`config.mk`:
```
export PLATFORM = sky130hd
export DESIGN_NAME = serial_subtractor4_flat
export DESIGN_NICKNAME = d
export VERILOG_FILES = /design/src/rtl/arith_pkg.sv /design/src/rtl/serial_subtractor4_if.sv /design/src/rtl/full_subtractor.sv /design/src/rtl/serial_subtractor4.sv /design/src/flat_wrapper.sv
export SDC_FILE = /design/constraint.sdc
export NUM_CORES = 1
export LEC_CHECK = 0
export CAP_MARGIN = 20
export CELL_PAD_IN_SITES_DETAIL_PLACEMENT = 2
export CELL_PAD_IN_SITES_GLOBAL_PLACEMENT = 2
export CORE_MARGIN = 2
export CORE_UTILIZATION = 32
export DETAILED_ROUTE_END_ITERATION = 10
export GPL_TIMING_DRIVEN = 0
export HOLD_SLACK_MARGIN = 0.03
export PLACE_DENSITY_LB_ADDON = 0.25
export SLEW_MARGIN = 5
export SYNTH_ARGS = -nofsm -noshare
export SYNTH_HDL_FRONTEND = slang
export SYNTH_SLANG_ARGS = --single-unit
export TNS_END_PERCENT = 50
```
`constraint.sdc`:
```
create_clock -name clk -period 2 [get_ports clk]
set_clock_uncertainty 0.2 [all_clocks]
set_input_delay 0.3 -clock clk [delete_from_list [all_inputs] [get_ports clk]]
set_output_delay 0.3 -clock clk [all_outputs]
set_load 0.1 [all_outputs]
```
`src/rtl/arith_pkg.sv`:
```
`default_nettype none
// +----------------------------------------------------------------------+
// | Package  : arith_pkg                                                 |
// | Purpose  : Shared FSM encoding and arithmetic constants for the      |
// |            bit-serial subtractor and related arithmetic blocks.      |
// | Revision : 1.0 - initial release                                     |
// +----------------------------------------------------------------------+
package arith_pkg;

  // Serial-engine FSM encoding
  typedef enum logic [1:0] {
    IDLE  = 2'd0,
    SHIFT = 2'd1,
    DONE  = 2'd2
  } state_t;

  // Default operand width
  localparam int c_DEFAULT_WIDTH = 4;

  // Level that signals "a borrow occurred" on bout
  localparam logic c_BORROW_ACTIVE = 1'b1;

endpackage
`default_nettype wire

```
`src/rtl/serial_subtractor4_if.sv`:
```
`default_nettype none
// +----------------------------------------------------------------------+
// | Interface: serial_subtractor4_if                                     |
// | Purpose  : Operand/result valid-ready handshake bundle for the       |
// |            serial subtractor. master = upstream/downstream agent,    |
// |            slave = the subtractor.                                   |
// | Revision : 1.0 - initial release                                     |
// +----------------------------------------------------------------------+
interface serial_subtractor4_if
  import arith_pkg::*;
#(
  parameter int WIDTH = c_DEFAULT_WIDTH
);

  logic             in_valid;
  logic             in_ready;
  logic [WIDTH-1:0] a;
  logic [WIDTH-1:0] b;
  logic             bin;
  logic             out_valid;
  logic             out_ready;
  logic [WIDTH-1:0] d;
  logic             bout;
  logic             busy;

  modport master (
    output in_valid, a, b, bin, out_ready,
    input  in_ready, out_valid, d, bout, busy
  );

  modport slave (
    input  in_valid, a, b, bin, out_ready,
    output in_ready, out_valid, d, bout, busy
  );

endinterface
`default_nettype wire

```
`src/rtl/full_subtractor.sv`:
```
`default_nettype none
// +----------------------------------------------------------------------+
// | Module   : full_subtractor                                           |
// | Purpose  : One-bit full subtractor cell, x - y - z. Combinational    |
// |            counterpart of the full adder cell.                       |
// | Revision : 1.0 - initial release                                     |
// +----------------------------------------------------------------------+
module full_subtractor (
  input  wire logic x,
  input  wire logic y,
  input  wire logic z,
  output logic      diff,
  output logic      borrow
);

  // Difference bit and borrow out of this bit position
  assign diff   = x ^ y ^ z;
  assign borrow = (~x & y) | (~(x ^ y) & z);

endmodule
`default_nettype wire

```
`src/rtl/serial_subtractor4.sv`:
```
`default_nettype none
// +----------------------------------------------------------------------+
// | Module   : serial_subtractor4                                        |
// | Purpose  : Bit-serial a - b - bin, LSB first, one full-subtractor    |
// |            cell reused over WIDTH clocks. Valid/ready on both sides. |
// | Revision : 1.0 - initial release                                     |
// +----------------------------------------------------------------------+
module serial_subtractor4
  import arith_pkg::*;
#(
  parameter int WIDTH = c_DEFAULT_WIDTH,
  parameter int CNT_W = 3
) (
  input  wire logic            clk,
  input  wire logic            rst_n,
  serial_subtractor4_if.slave  bus
);

  // Count value at which the last bit is processed
  localparam logic [CNT_W-1:0] c_LAST_CNT = CNT_W'(WIDTH - 1);

  state_t             r_state;
  logic [WIDTH-1:0]   r_sa;
  logic [WIDTH-1:0]   r_sb;
  logic [WIDTH-1:0]   r_rd;
  logic               r_br;
  logic [CNT_W-1:0]   r_cnt;
  logic               r_in_ready;
  logic               r_out_valid;
  logic [WIDTH-1:0]   r_d;
  logic               r_bout;
  logic               r_busy;

  logic               w_diff;
  logic               w_borrow;
  logic [WIDTH-1:0]   w_rd_next;

  // Single shared bit cell: current LSBs plus the running borrow
  full_subtractor u_fs (
    .x      (r_sa[0]),
    .y      (r_sb[0]),
    .z      (r_br),
    .diff   (w_diff),
    .borrow (w_borrow)
  );

  // Result register after this cycle's difference bit enters at the MSB
  assign w_rd_next = {w_diff, r_rd[WIDTH-1:1]};

  // FSM, operand/result shifters, counter and registered handshake outputs
  always_ff @(posedge clk or negedge rst_n) begin
    if (!rst_n) begin
      r_state     <= IDLE;
      r_sa        <= '0;
      r_sb        <= '0;
      r_rd        <= '0;
      r_br        <= 1'b0;
      r_cnt       <= '0;
      r_in_ready  <= 1'b1;
      r_out_valid <= 1'b0;
      r_d         <= '0;
      r_bout      <= 1'b0;
      r_busy      <= 1'b0;
    end else begin
      case (r_state)
        IDLE: begin
          if (bus.in_valid) begin
            r_sa       <= bus.a;
            r_sb       <= bus.b;
            r_br       <= bus.bin;
            r_cnt      <= '0;
            r_state    <= SHIFT;
            r_in_ready <= 1'b0;
            r_busy     <= 1'b1;
          end
        end

        SHIFT: begin
          r_sa  <= r_sa >> 1;
          r_sb  <= r_sb >> 1;
          r_rd  <= w_rd_next;
          r_br  <= w_borrow;
          r_cnt <= r_cnt + CNT_W'(1);
          // Final bit: publish the result in the same edge
          if (r_cnt == c_LAST_CNT) begin
            r_state     <= DONE;
            r_out_valid <= 1'b1;
            r_d         <= w_rd_next;
            r_bout      <= (w_borrow == c_BORROW_ACTIVE);
          end
        end

        DONE: begin
          // Result held until the consumer takes it; new operands wait for IDLE
          if (bus.out_ready) begin
            r_state     <= IDLE;
            r_out_valid <= 1'b0;
            r_in_ready  <= 1'b1;
            r_busy      <= 1'b0;
          end
        end

        default: begin
          r_state     <= IDLE;
          r_in_ready  <= 1'b1;
          r_out_valid <= 1'b0;
          r_busy      <= 1'b0;
        end
      endcase
    end
  end

  assign bus.in_ready  = r_in_ready;
  assign bus.out_valid = r_out_valid;
  assign bus.d         = r_d;
  assign bus.bout      = r_bout;
  assign bus.busy      = r_busy;

endmodule
`default_nettype wire

```
`src/flat_wrapper.sv`:
```
// flat-port wrapper written by rule: the top's interface ports become plain ports
module serial_subtractor4_flat import arith_pkg::*;
#(
  parameter int WIDTH = c_DEFAULT_WIDTH,
  parameter int CNT_W = 3
)
  (clk, rst_n, bus_in_valid, bus_a, bus_b, bus_bin, bus_out_ready, bus_in_ready, bus_out_valid, bus_d, bus_bout, bus_busy);
  serial_subtractor4_if #(.WIDTH(WIDTH)) bus_i ();
  input  wire logic clk;
  input  wire logic rst_n;
  input wire logic [$bits(bus_i.in_valid)-1:0] bus_in_valid;
  input wire logic [$bits(bus_i.a)-1:0] bus_a;
  input wire logic [$bits(bus_i.b)-1:0] bus_b;
  input wire logic [$bits(bus_i.bin)-1:0] bus_bin;
  input wire logic [$bits(bus_i.out_ready)-1:0] bus_out_ready;
  output wire logic [$bits(bus_i.in_ready)-1:0] bus_in_ready;
  output wire logic [$bits(bus_i.out_valid)-1:0] bus_out_valid;
  output wire logic [$bits(bus_i.d)-1:0] bus_d;
  output wire logic [$bits(bus_i.bout)-1:0] bus_bout;
  output wire logic [$bits(bus_i.busy)-1:0] bus_busy;
  assign bus_i.in_valid = bus_in_valid;
  assign bus_i.a = bus_a;
  assign bus_i.b = bus_b;
  assign bus_i.bin = bus_bin;
  assign bus_i.out_ready = bus_out_ready;
  assign bus_in_ready = bus_i.in_ready;
  assign bus_out_valid = bus_i.out_valid;
  assign bus_d = bus_i.d;
  assign bus_bout = bus_i.bout;
  assign bus_busy = bus_i.busy;
  serial_subtractor4 #(.WIDTH(WIDTH), .CNT_W(CNT_W)) u_core (.clk(clk), .rst_n(rst_n), .bus(bus_i));
endmodule
```
==> metrics.cfg <==
[outcome]
status=finished, final reports clean

[routing]
firstDrtPassIters=4
wire_per_inst_um=16.9
first_iter_violations=20
vias=906
viasPerCell=5.15
final_antenna_net_count=0
drc_errors=0
routed_wl_um=2970

[timing]
slew-limit-headroom=0.615
worst_pin_slew_ns=0.575
whs_ns=0.118
slew_violations=0
setup_slack_ns=0.0510
fin_crit_sh=0.974
setup_violations=0
rsz0062_at_grt=no
max_freq_mhz=513
min_period_ns=1.95
hold_viol=0

[final_layout]
diodes=0
fillers=372
drive_above_1_share=0.200
regArea_sq_um=627
multi_input_area_sq_um=472
fin_nets=147
area_growth_pct=27.9

[logic_synthesis]
synth_area_leader_cell=dfrtp_1
async_flop_share=1.00
synth.net_count=121
synth_area_leaders=dfrtp_1 52%, nand2_1 4.9%, mux2_1 3.9%
post-synth-top-count-cell=dfrtp_1
post_synth_num_cell_types=31
synth_area_per_cell_sq_um=11.0
synth-seq-cells=25
ys_seq_area_frac=0.544
ys_warn_count=0
synth_commonest_cells=24 x dfrtp_1, 15 x nand2_1, 7 x nor2_1, 7 x o21ai_1, 6 x o22ai_1
synth-edff-count=0
synthCells=105
yosysTopAreaCellShare=0.521
syn_area_sq_um=1150
ys.flop_type=dfrtp_1

[clocking]
cts_buffers=3
cts_tree=yes
clock_sinks=25
clk_path_buf_depth=2
clkLatencyLatePin_ns=0.33
cts_max_level=1
clkTransAtPathRegs_ns=0.14
clock-root-buffer=clkbuf_4

[worst_setup_path]
critical_path_buf_inv_count=1
cp_slowest_cell=dfstp_2
path_delay_family=flip-flops
worst-setup-path-type=reg2out
end_kind=primary output
worstPathMaxFanout=3
cp_cell_sequence=clkdlybuf4s18_2
max_stage_delay_ns=0.58
arrival_ns=1.45
startpoint_type=register
reg2reg_slack_ns=0.32
critPathRequiredTime_ns=1.50

[grt]
grt_max_degree=17
met3_usage=0.0211
top_usage_layer=met2
overflow=0
use_met1=0.203
met2_usage=0.306
grt_pass1_vias=1097
grt_pass1_wl_um=5290
grtUsageTotal=0.170
antenna_found_initial=0

[floorplanning]
pin_count=21
core-area_sq_um=3390
initial_utilization=0.340
dieArea_sq_um=4100
die_height_um=64.0
row_count=21
die_w_um=64.0

[placement]
dpl.hpwl_um=2240
portBuffers=20
routabilityCongestion=0.711
place_worst_setup_slack_ns=-0.170

[pwr]
p_per_area_nw_per_um2=1860
p_leak_nw=0.645
ir_drop_uv=663
total_power_mw=2.74

[run]
drv_cap=0

[min_path]
hp-class=in2async

==> cell families (layout without fill, tap and decap cells) <==
group	Yosys count	after routing	synth area share
compound gates	29	29	0.168
fa+ha+maj	3	3	0.0391
mux	4	4	0.0391
simple gates	35	35	0.163
flops	25	25	0.544
buf+inv	9	34	0.0467
==> metrics by stage <==
step | std cells | TNS, ns | area (sq um) | utilization
2_1_floorplan | 105 | 0 | 1150 | -
3_3_place_gp | 171 | -0.153 | 1410 | 0.416
3_5_place_dp | 172 | -0.170 | 1440 | 0.424
4_1_cts | 176 | 0 | 1480 | 0.435
5_1_grt | 176 | 0 | 1470 | 0.435
6_report | 176 | 0 | 1470 | 0.435
==> placed cells by master, fill, tap and decap left out, types with 2 or more instances in the layout <==
master           instances
nor2_1                   7
o21ai_0                  4
ha_1                     2
o21ai_1                  7
clkdlybuf4s50_1         12
dfrtp_1                 24
o22ai_1                  6
mux2_1                   4
clkdlybuf4s15_2          7
o32ai_1                  5
nor3_2                   2
clkbuf_4                 3
buf_6                    2
inv_1                    4
nand2_1                 15
nor3_1                   4
a21oi_1                  2
==> layout make-up <==
class	count	share of cell area
tap	46	0.0390
timing repair buffer	21	0.160
sequential	25	0.425
multi-input combinational	71	0.320
clock inverter	1	0.00340
inverter	5	0.0127
buffer	4	0.0238
clock buffer	3	0.0153
==> flip-flops by register name (all words and copies together), names as in the netlist, 2 cells and up <==
register	flops
u_core.bus.d	4
u_core.r_cnt	3
u_core.r_rd	3
u_core.r_sa	4
u_core.r_sb	4
u_core.r_state	2
==> what timing repair did <==
action / 4_1_cts / 5_1_grt
setup endpoints to repair: 8 / 1
pin swaps: 0 / 0
hold buffers: 0 / 0
setup buffers: 0 / 0
resized for setup: 24 / 1
==> per-layer routing <==
layer	share of wire	vias up	wire, um
met1	0.44	464	1300
met5	0	-	0
met4	0.013	0	40
met3	0.029	4	86
li1	-	422	-
met2	0.52	16	1550
==> final timing paths <==
| path | cells past startpoint | to | from |
|---|---|---|---|
| hold reg to reg | 2 | u_core.r_rd[1] | u_core.r_rd[1] |
| min in group clk | 2 | u_core.r_rd[1] | u_core.r_rd[1] |
| setup reg to reg | 4 | u_core.bus.d[2] | u_core.r_cnt[0] |
| setup / recovery | 1 | bus_in_ready | u_core.bus.in_ready |
| hold / removal | 1 | u_core.r_rd[1] | rst_n |
| max in group asynchronous | 2 | u_core.r_sa[3] | rst_n |
==> power by group <==
part	switching [mW]	internal, mW	total [mW]
Combinational	1.07	0.501	1.57
Clock	0.165	0.0752	0.240
Sequential	0.172	0.751	0.923
No activity file was read; power rests on OpenSTA's default activity.
